--- src/rtl/ceespu_irq_ctrl.sv ---
`default_nettype none
// ============================================================================
// Module   : ceespu_irq_ctrl
// Purpose  : Interrupt entry sequencer for the ceespu pipeline. Latches
//            rising edges on the external request lines, masks them, picks
//            the lowest-index pending source, waits for a safe decode slot,
//            then pulses did_interrupt/take (fetch redirect to the vector),
//            captures the return PC and issues a one-cycle pipeline flush
//            followed by a short hold-off.
// Ports    :
//   I_clk, I_rst          clock, synchronous active-high reset
//   I_irq[NUM_IRQ]        raw request lines (rising-edge sensitive)
//   I_mask_we/I_mask_data mask register write (1 = source enabled)
//   I_interrupts_enabled  global enable from decode
//   I_stall               pipeline stall seen by decode
//   I_imm_prefix          decode holds an IMM prefix
//   I_is_branch           decode holds a branch
//   I_PC[14]              PC of the instruction in decode
//   O_did_interrupt       to decode, disables further interrupts
//   O_take                fetch redirect strobe
//   O_vector[14]          redirect target, valid while O_take
//   O_flush               pipeline flush pulse
//   O_epc[14]             captured return address
//   O_cause[3]            index of the last taken source
//   O_pending[NUM_IRQ]    pending register
//   O_busy                sequencer not idle
// Revision : 1.0 - initial release
// ============================================================================
module ceespu_irq_ctrl #(
  parameter int          NUM_IRQ     = 4,
  parameter logic [13:0] VECTOR_BASE = 14'h0004,
  parameter int          HOLD_CYCLES = 2
) (
  input  logic               I_clk,
  input  logic               I_rst,
  input  logic [NUM_IRQ-1:0] I_irq,
  input  logic               I_mask_we,
  input  logic [NUM_IRQ-1:0] I_mask_data,
  input  logic               I_interrupts_enabled,
  input  logic               I_stall,
  input  logic               I_imm_prefix,
  input  logic               I_is_branch,
  input  logic [13:0]        I_PC,
  output logic               O_did_interrupt,
  output logic               O_take,
  output logic [13:0]        O_vector,
  output logic               O_flush,
  output logic [13:0]        O_epc,
  output logic [2:0]         O_cause,
  output logic [NUM_IRQ-1:0] O_pending,
  output logic               O_busy
);

  typedef enum logic [1:0] {
    ST_IDLE  = 2'd0,
    ST_ENTER = 2'd1,
    ST_FLUSH = 2'd2,
    ST_HOLD  = 2'd3
  } state_t;

  localparam logic [3:0] c_HOLD_INIT = 4'(HOLD_CYCLES - 1);

  state_t             state_q, state_d;
  logic [3:0]         cnt_q, cnt_d;
  logic [NUM_IRQ-1:0] pending_q, pending_d;
  logic [NUM_IRQ-1:0] mask_q;
  logic [NUM_IRQ-1:0] irq_prev_q;
  logic [13:0]        vector_q, vector_d;
  logic [13:0]        epc_q, epc_d;
  logic [2:0]         cause_q, cause_d;

  logic [NUM_IRQ-1:0] w_rise;
  logic [NUM_IRQ-1:0] w_req;
  logic [2:0]         w_win;
  logic               w_safe;
  logic               w_take;
  logic               w_clr_sel;

  assign w_rise = I_irq & ~irq_prev_q;
  assign w_req  = pending_q & mask_q;
  // An IMM prefix must stay glued to its consumer and a branch in decode
  // would lose its target, so neither is a legal interrupt point.
  assign w_safe = !I_stall && !I_imm_prefix && !I_is_branch;

  // Lowest index wins: scan downward so the last hit is the smallest index.
  always_comb begin
    w_win = 3'd0;
    for (int i = NUM_IRQ - 1; i >= 0; i--) begin
      if (w_req[i]) begin
        w_win = 3'(i);
      end
    end
  end

  // Next-state and control decode.
  always_comb begin
    state_d   = state_q;
    cnt_d     = cnt_q;
    vector_d  = vector_q;
    cause_d   = cause_q;
    epc_d     = epc_q;
    w_take    = 1'b0;
    w_clr_sel = 1'b0;
    case (state_q)
      ST_IDLE: begin
        if ((w_req != '0) && I_interrupts_enabled) begin
          state_d  = ST_ENTER;
          vector_d = VECTOR_BASE + {11'd0, w_win};
          cause_d  = w_win;
        end
      end
      ST_ENTER: begin
        // Selection is frozen in cause_q; a later mask change does not
        // cancel it, only a drop of the global enable does.
        if (!I_interrupts_enabled) begin
          state_d = ST_IDLE;
        end else if (w_safe) begin
          w_take    = 1'b1;
          epc_d     = I_PC + 14'd1;
          w_clr_sel = 1'b1;
          state_d   = ST_FLUSH;
        end
      end
      ST_FLUSH: begin
        state_d = ST_HOLD;
        cnt_d   = c_HOLD_INIT;
      end
      ST_HOLD: begin
        if (cnt_q == 4'd0) begin
          state_d = ST_IDLE;
        end else begin
          cnt_d = cnt_q - 4'd1;
        end
      end
      default: begin
        state_d = ST_IDLE;
      end
    endcase
  end

  // Clear of the taken source first, then new edges OR in, so a set
  // arriving on the same edge as the clear is not lost.
  always_comb begin
    pending_d = pending_q;
    for (int i = 0; i < NUM_IRQ; i++) begin
      if (w_clr_sel && (cause_q == 3'(i))) begin
        pending_d[i] = 1'b0;
      end
    end
    pending_d = pending_d | w_rise;
  end

  always_ff @(posedge I_clk) begin
    if (I_rst) begin
      state_q    <= ST_IDLE;
      cnt_q      <= 4'd0;
      pending_q  <= '0;
      mask_q     <= '0;
      irq_prev_q <= '0;
      vector_q   <= 14'd0;
      epc_q      <= 14'd0;
      cause_q    <= 3'd0;
    end else begin
      state_q    <= state_d;
      cnt_q      <= cnt_d;
      pending_q  <= pending_d;
      irq_prev_q <= I_irq;
      vector_q   <= vector_d;
      epc_q      <= epc_d;
      cause_q    <= cause_d;
      if (I_mask_we) begin
        mask_q <= I_mask_data;
      end
    end
  end

  assign O_did_interrupt = w_take;
  assign O_take          = w_take;
  assign O_vector        = vector_q;
  // Flush is a decode of the registered FLUSH state: exactly one cycle and
  // never in the same cycle as did_interrupt.
  assign O_flush         = (state_q == ST_FLUSH);
  assign O_epc           = epc_q;
  assign O_cause         = cause_q;
  assign O_pending       = pending_q;
  assign O_busy          = (state_q != ST_IDLE);

endmodule
`default_nettype wire

--- config.mk ---
export PLATFORM = sky130hd
export DESIGN_NAME = ceespu_irq_ctrl
export DESIGN_NICKNAME = d
export VERILOG_FILES = /design/src/rtl/ceespu_irq_ctrl.sv
export SDC_FILE = /design/constraint.sdc
export NUM_CORES = 1
export LEC_CHECK = 0
export BUFFER_PORTS_ARGS = -buffer_cell sky130_fd_sc_hd__buf_2
export CORE_MARGIN = 2
export CORE_UTILIZATION = 48
export CTS_CLUSTER_DIAMETER = 60
export DETAILED_ROUTE_END_ITERATION = 7
export GPL_ROUTABILITY_DRIVEN = 0
export GPL_TIMING_DRIVEN = 1
export PLACE_DENSITY = 0.82
export SYNTH_ARGS = -nofsm -noshare
export SYNTH_HDL_FRONTEND = slang
export SYNTH_SLANG_ARGS = --single-unit
--- constraint.sdc ---
create_clock -name I_clk -period 1.6 [get_ports I_clk]
set_input_delay 0.16 -clock I_clk [delete_from_list [all_inputs] [get_ports I_clk]]
set_output_delay 0.16 -clock I_clk [all_outputs]
set_load 0.01 [all_outputs]
==> results_dict.tcl <==
set metrics [dict create \
    status "finished clean" \
    rows 21 \
    p_comb_share_pct 11.7 \
    n_fill_cell 301 \
    period_needed_ps 1490 \
    p_int_uw 1310 \
    switching_power_uw 418 \
    fmax_mhz 672 \
    slowest_stage "dfxtp_2" \
    synth_area_um2 1730 \
    cts_num_sinks 35 \
    ys_async_sr_fraction_pct 0 \
    leakagePower_uw 0.000962 \
    cts_hold_buf 0 \
    synth-edff-count 0 \
    drt-total-wl_um 3630 \
    area_growth_pct 21.2 \
    path_class "register to output port" \
    yosys_warnings 0 \
    ys_seq_elements 35 \
    clock_skew_ps 5.19 \
    ys_seq_area_share_pct 40.6 \
    drt-met1-wl_um 1600 \
    cp_slowest_stage_delay_ps 370 \
    crit_fanout 15 \
    worstPathCellList "nor2b_2 > nand3_2 > inv_4 > buf_12 > buf_2" \
    route.met3.wl_um 257 \
    coreArea_um2 3390 \
    worstSkewPairLatency_ps 320 \
    grt_pass1_vias 1328 \
    root_buffer "clkbuf_4" \
    ant_nets 0 \
    synthFlopType "dfxtp_1" \
    rsz0062_at_grt "false" \
    hold_viol 0 \
    seqPwrFrac_pct 53.5 \
    portBuffers 55 \
    overflow 0 \
    die-area_um2 4090 \
    drt_drc_violations_left 0 \
    syn_area_per_cell_um2 8.89 \
    antenna_found_initial 0 \
    cp.arrival_ps 1330 \
    crit_family "flip-flops" \
    fp.dieH_um 64.0 \
    cp-start-kind "register" \
    path_buf_inv 3 \
    hold_class "input pin to register" \
    stdcell_count 296 \
    peakVddDrop_uv 387 \
    wire_per_inst_um 12.3 \
    cts_tree "yes" \
    end_kind "output port" \
    drive_gt1_share_pct 31.6 \
    nets 281 \
    drtIter0Drc 51 \
    dp_hpwl_um 2620 \
    grt_max_degree 31 \
    detail_route.vias_per_cell 5.13 \
    synth_cells 194 \
    grtUsageTotal_pct 18.8 \
    h-tree-depth 2 \
    grt_pass1_wl_um 6070 \
    numCtsBuffers 5 \
    highest_layer "met4" \
    cts_buffer_depth 2 \
    die_w_um 64.0 \
    maxCapViolations 0 \
    pwr-share-clk_pct 34.7 \
    first_pass_iters 4 \
    switching_share_pct 24.1 \
    vias 1517 \
    yosysUniqueCellTypes 44 \
    setup_tns_ps 0 \
    power.density_nw_per_um2 829 \
    initial_core_util_pct 50.9 \
    dp.cells 285 \
    worstPathRequired_ps 1440 \
    num_io_pins 68 \
    wl_met2_um 1750 \
    min_period_over_period_pct 93.0 \
    drv_slew 0 \
    finalSetupViolCount 0 \
    antennaDiodeCount 0 \
    clk_pin_slew_ps 100 \
]
cell type report:
type / count / area [µm²] / share of cell area (%)
Clock buffer: 6 / 41.3 / 1.97
Clock inverter: 1 / 30.0 / 1.44
Inverter: 11 / 43.8 / 2.09
Multi-Input combinational cell: 136 / 865 / 41.4
Sequential cell: 35 / 703 / 33.6
Tap cell: 46 / 57.6 / 2.75
Timing Repair Buffer: 61 / 350 / 16.8
timing repair:
action | in CTS | in global routing
cloned | 0 | 1
pin swaps | 1 | 0
resized for setup | 2 | 3
endpoints found under the setup margin | 2 | 2
hold endpoints to repair | 0 | 0
setup buffers | 1 | 2
Yosys cell counts (2+ instances only):
cell type	count	area share (%)
dfxtp_1	35	41
buf_4	15	6.5
nor2_1	14	3.0
a21oi_1	12	3.5
o21ai_0	12	3.5
inv_1	10	2.2
nor3_1	9	2.6
xnor2_1	9	4.6
nand3_1	8	2.3
nand2_1	7	1.5
nor2b_1	7	2.5
a211oi_1	5	2.2
a32o_1	4	2.3
mux2i_1	4	2.3
nand2b_1	4	1.5
buf_6	3	2.0
xor2_1	3	1.5
a22oi_1	2	0.87
buf_2	2	0.58
clkbuf_1	2	0.44
ha_1	2	1.5
nand3b_1	2	0.87
nand4_1	2	0.73
registers in the layout (all words and copies together), names as in the netlist, named ones only:
name and count:
O_epc 14, O_pending 4, cnt_q 4, irq_prev_q 4
mask_q 4, O_vector 2, O_cause 1, state_q 1
cell families (layout without fill, tap and decap cells):
| logic type | after synthesis | in the layout | synth area share (%) |
|---|---|---|---|
| adder cells (fa/ha/maj) | 2 | 2 | 1.45 |
| buffers and inverters | 34 | 79 | 12.1 |
| AO/OA/AOI/OAI | 45 | 45 | 17.2 |
| other | 1 | 12 | 0.217 |
| multiplexers | 4 | 4 | 2.32 |
| AND/OR/NAND/NOR | 61 | 61 | 20.0 |
| XOR/XNOR | 12 | 12 | 6.09 |
| flip-flops | 35 | 35 | 40.6 |
routing by layer:
metal | track usage (%) | up-vias
li1 | - | 758
met1 | 23.7 | 696
met2 | 30.5 | 59
met3 | 6.34 | 4
met4 | 4.89 | 0
met5 | 0 | -
power by group through the flow:
stage	clock, µW	sequential, µW	combinational, µW
6_report	602	927	203
5_1_grt	659	934	227
4_1_cts	618	927	202
3_5_place_dp	0	946	201
3_3_place_gp	0	945	197
2_1_floorplan	0	945	137
layout by cell type, fill, tap and decap left out, types with 2 or more instances in the layout:
cell type  synthesis  routed
nand3b_1           2       2
dfxtp_2            0       2
xor2_1             3       3
nand3_1            8       7
a32o_1             4       4
ha_1               2       2
buf_4             15       4
a21oi_1           12      12
nand4_1            2       2
nor2b_1            7       6
mux2i_1            4       4
a211oi_1           5       5
dfxtp_1           35      33
xnor2_1            9       9
a22oi_1            2       2
buf_2              2      55
nor2_1            14      14
inv_1             10      10
o21ai_0           12      12
conb_1             1      12
clkbuf_4           0       5
nor3_1             9       9
nand2_1            7       7
nand2b_1           4       4
worst register-to-register path, delay by kind of cell, from the launching register on:
family | cells | cell delay, ps
flip-flops | 1 | 410
AO/OA/AOI/OAI | 2 | 360
AND/OR/NAND/NOR | 2 | 330
adder cells (fa/ha/maj) | 1 | 200
buffers and inverters | 1 | 60
path summary, 6_finish.rpt:
check                           start                 endpoint  slack [ps]  cells after the start
min                           I_PC[0]    O_epc[0]$_SDFFE_PP0P_          50                      2
max reg2reg     cnt_q[0]$_SDFFE_PP0P_    cnt_q[3]$_SDFFE_PP0P_         190                      6
min reg2reg  irq_prev_q[0]$_SDFF_PP0_  O_pending[0]$_SDFF_PP0_         420                      1
max                          register                   O_take         110                      5
per-stage QoR:
step / total power [µW] / setup WS (ps) / hold WS, ps / util, % / cell area, µm²
2_1_floorplan: 1080 / 343 / 256 / - / 1770
3_3_place_gp: 1140 / 275 / 377 / 57.8 / 1960
3_5_place_dp: 1150 / 210 / 381 / 57.8 / 1960
4_1_cts: 1750 / 3.66 / 30.0 / 60.2 / 2040
5_1_grt: 1820 / 24.7 / 31.4 / 61.7 / 2090
6_report: 1730 / 111 / 50.6 / 61.7 / 2090
Power figures use the tool's default switching activity.
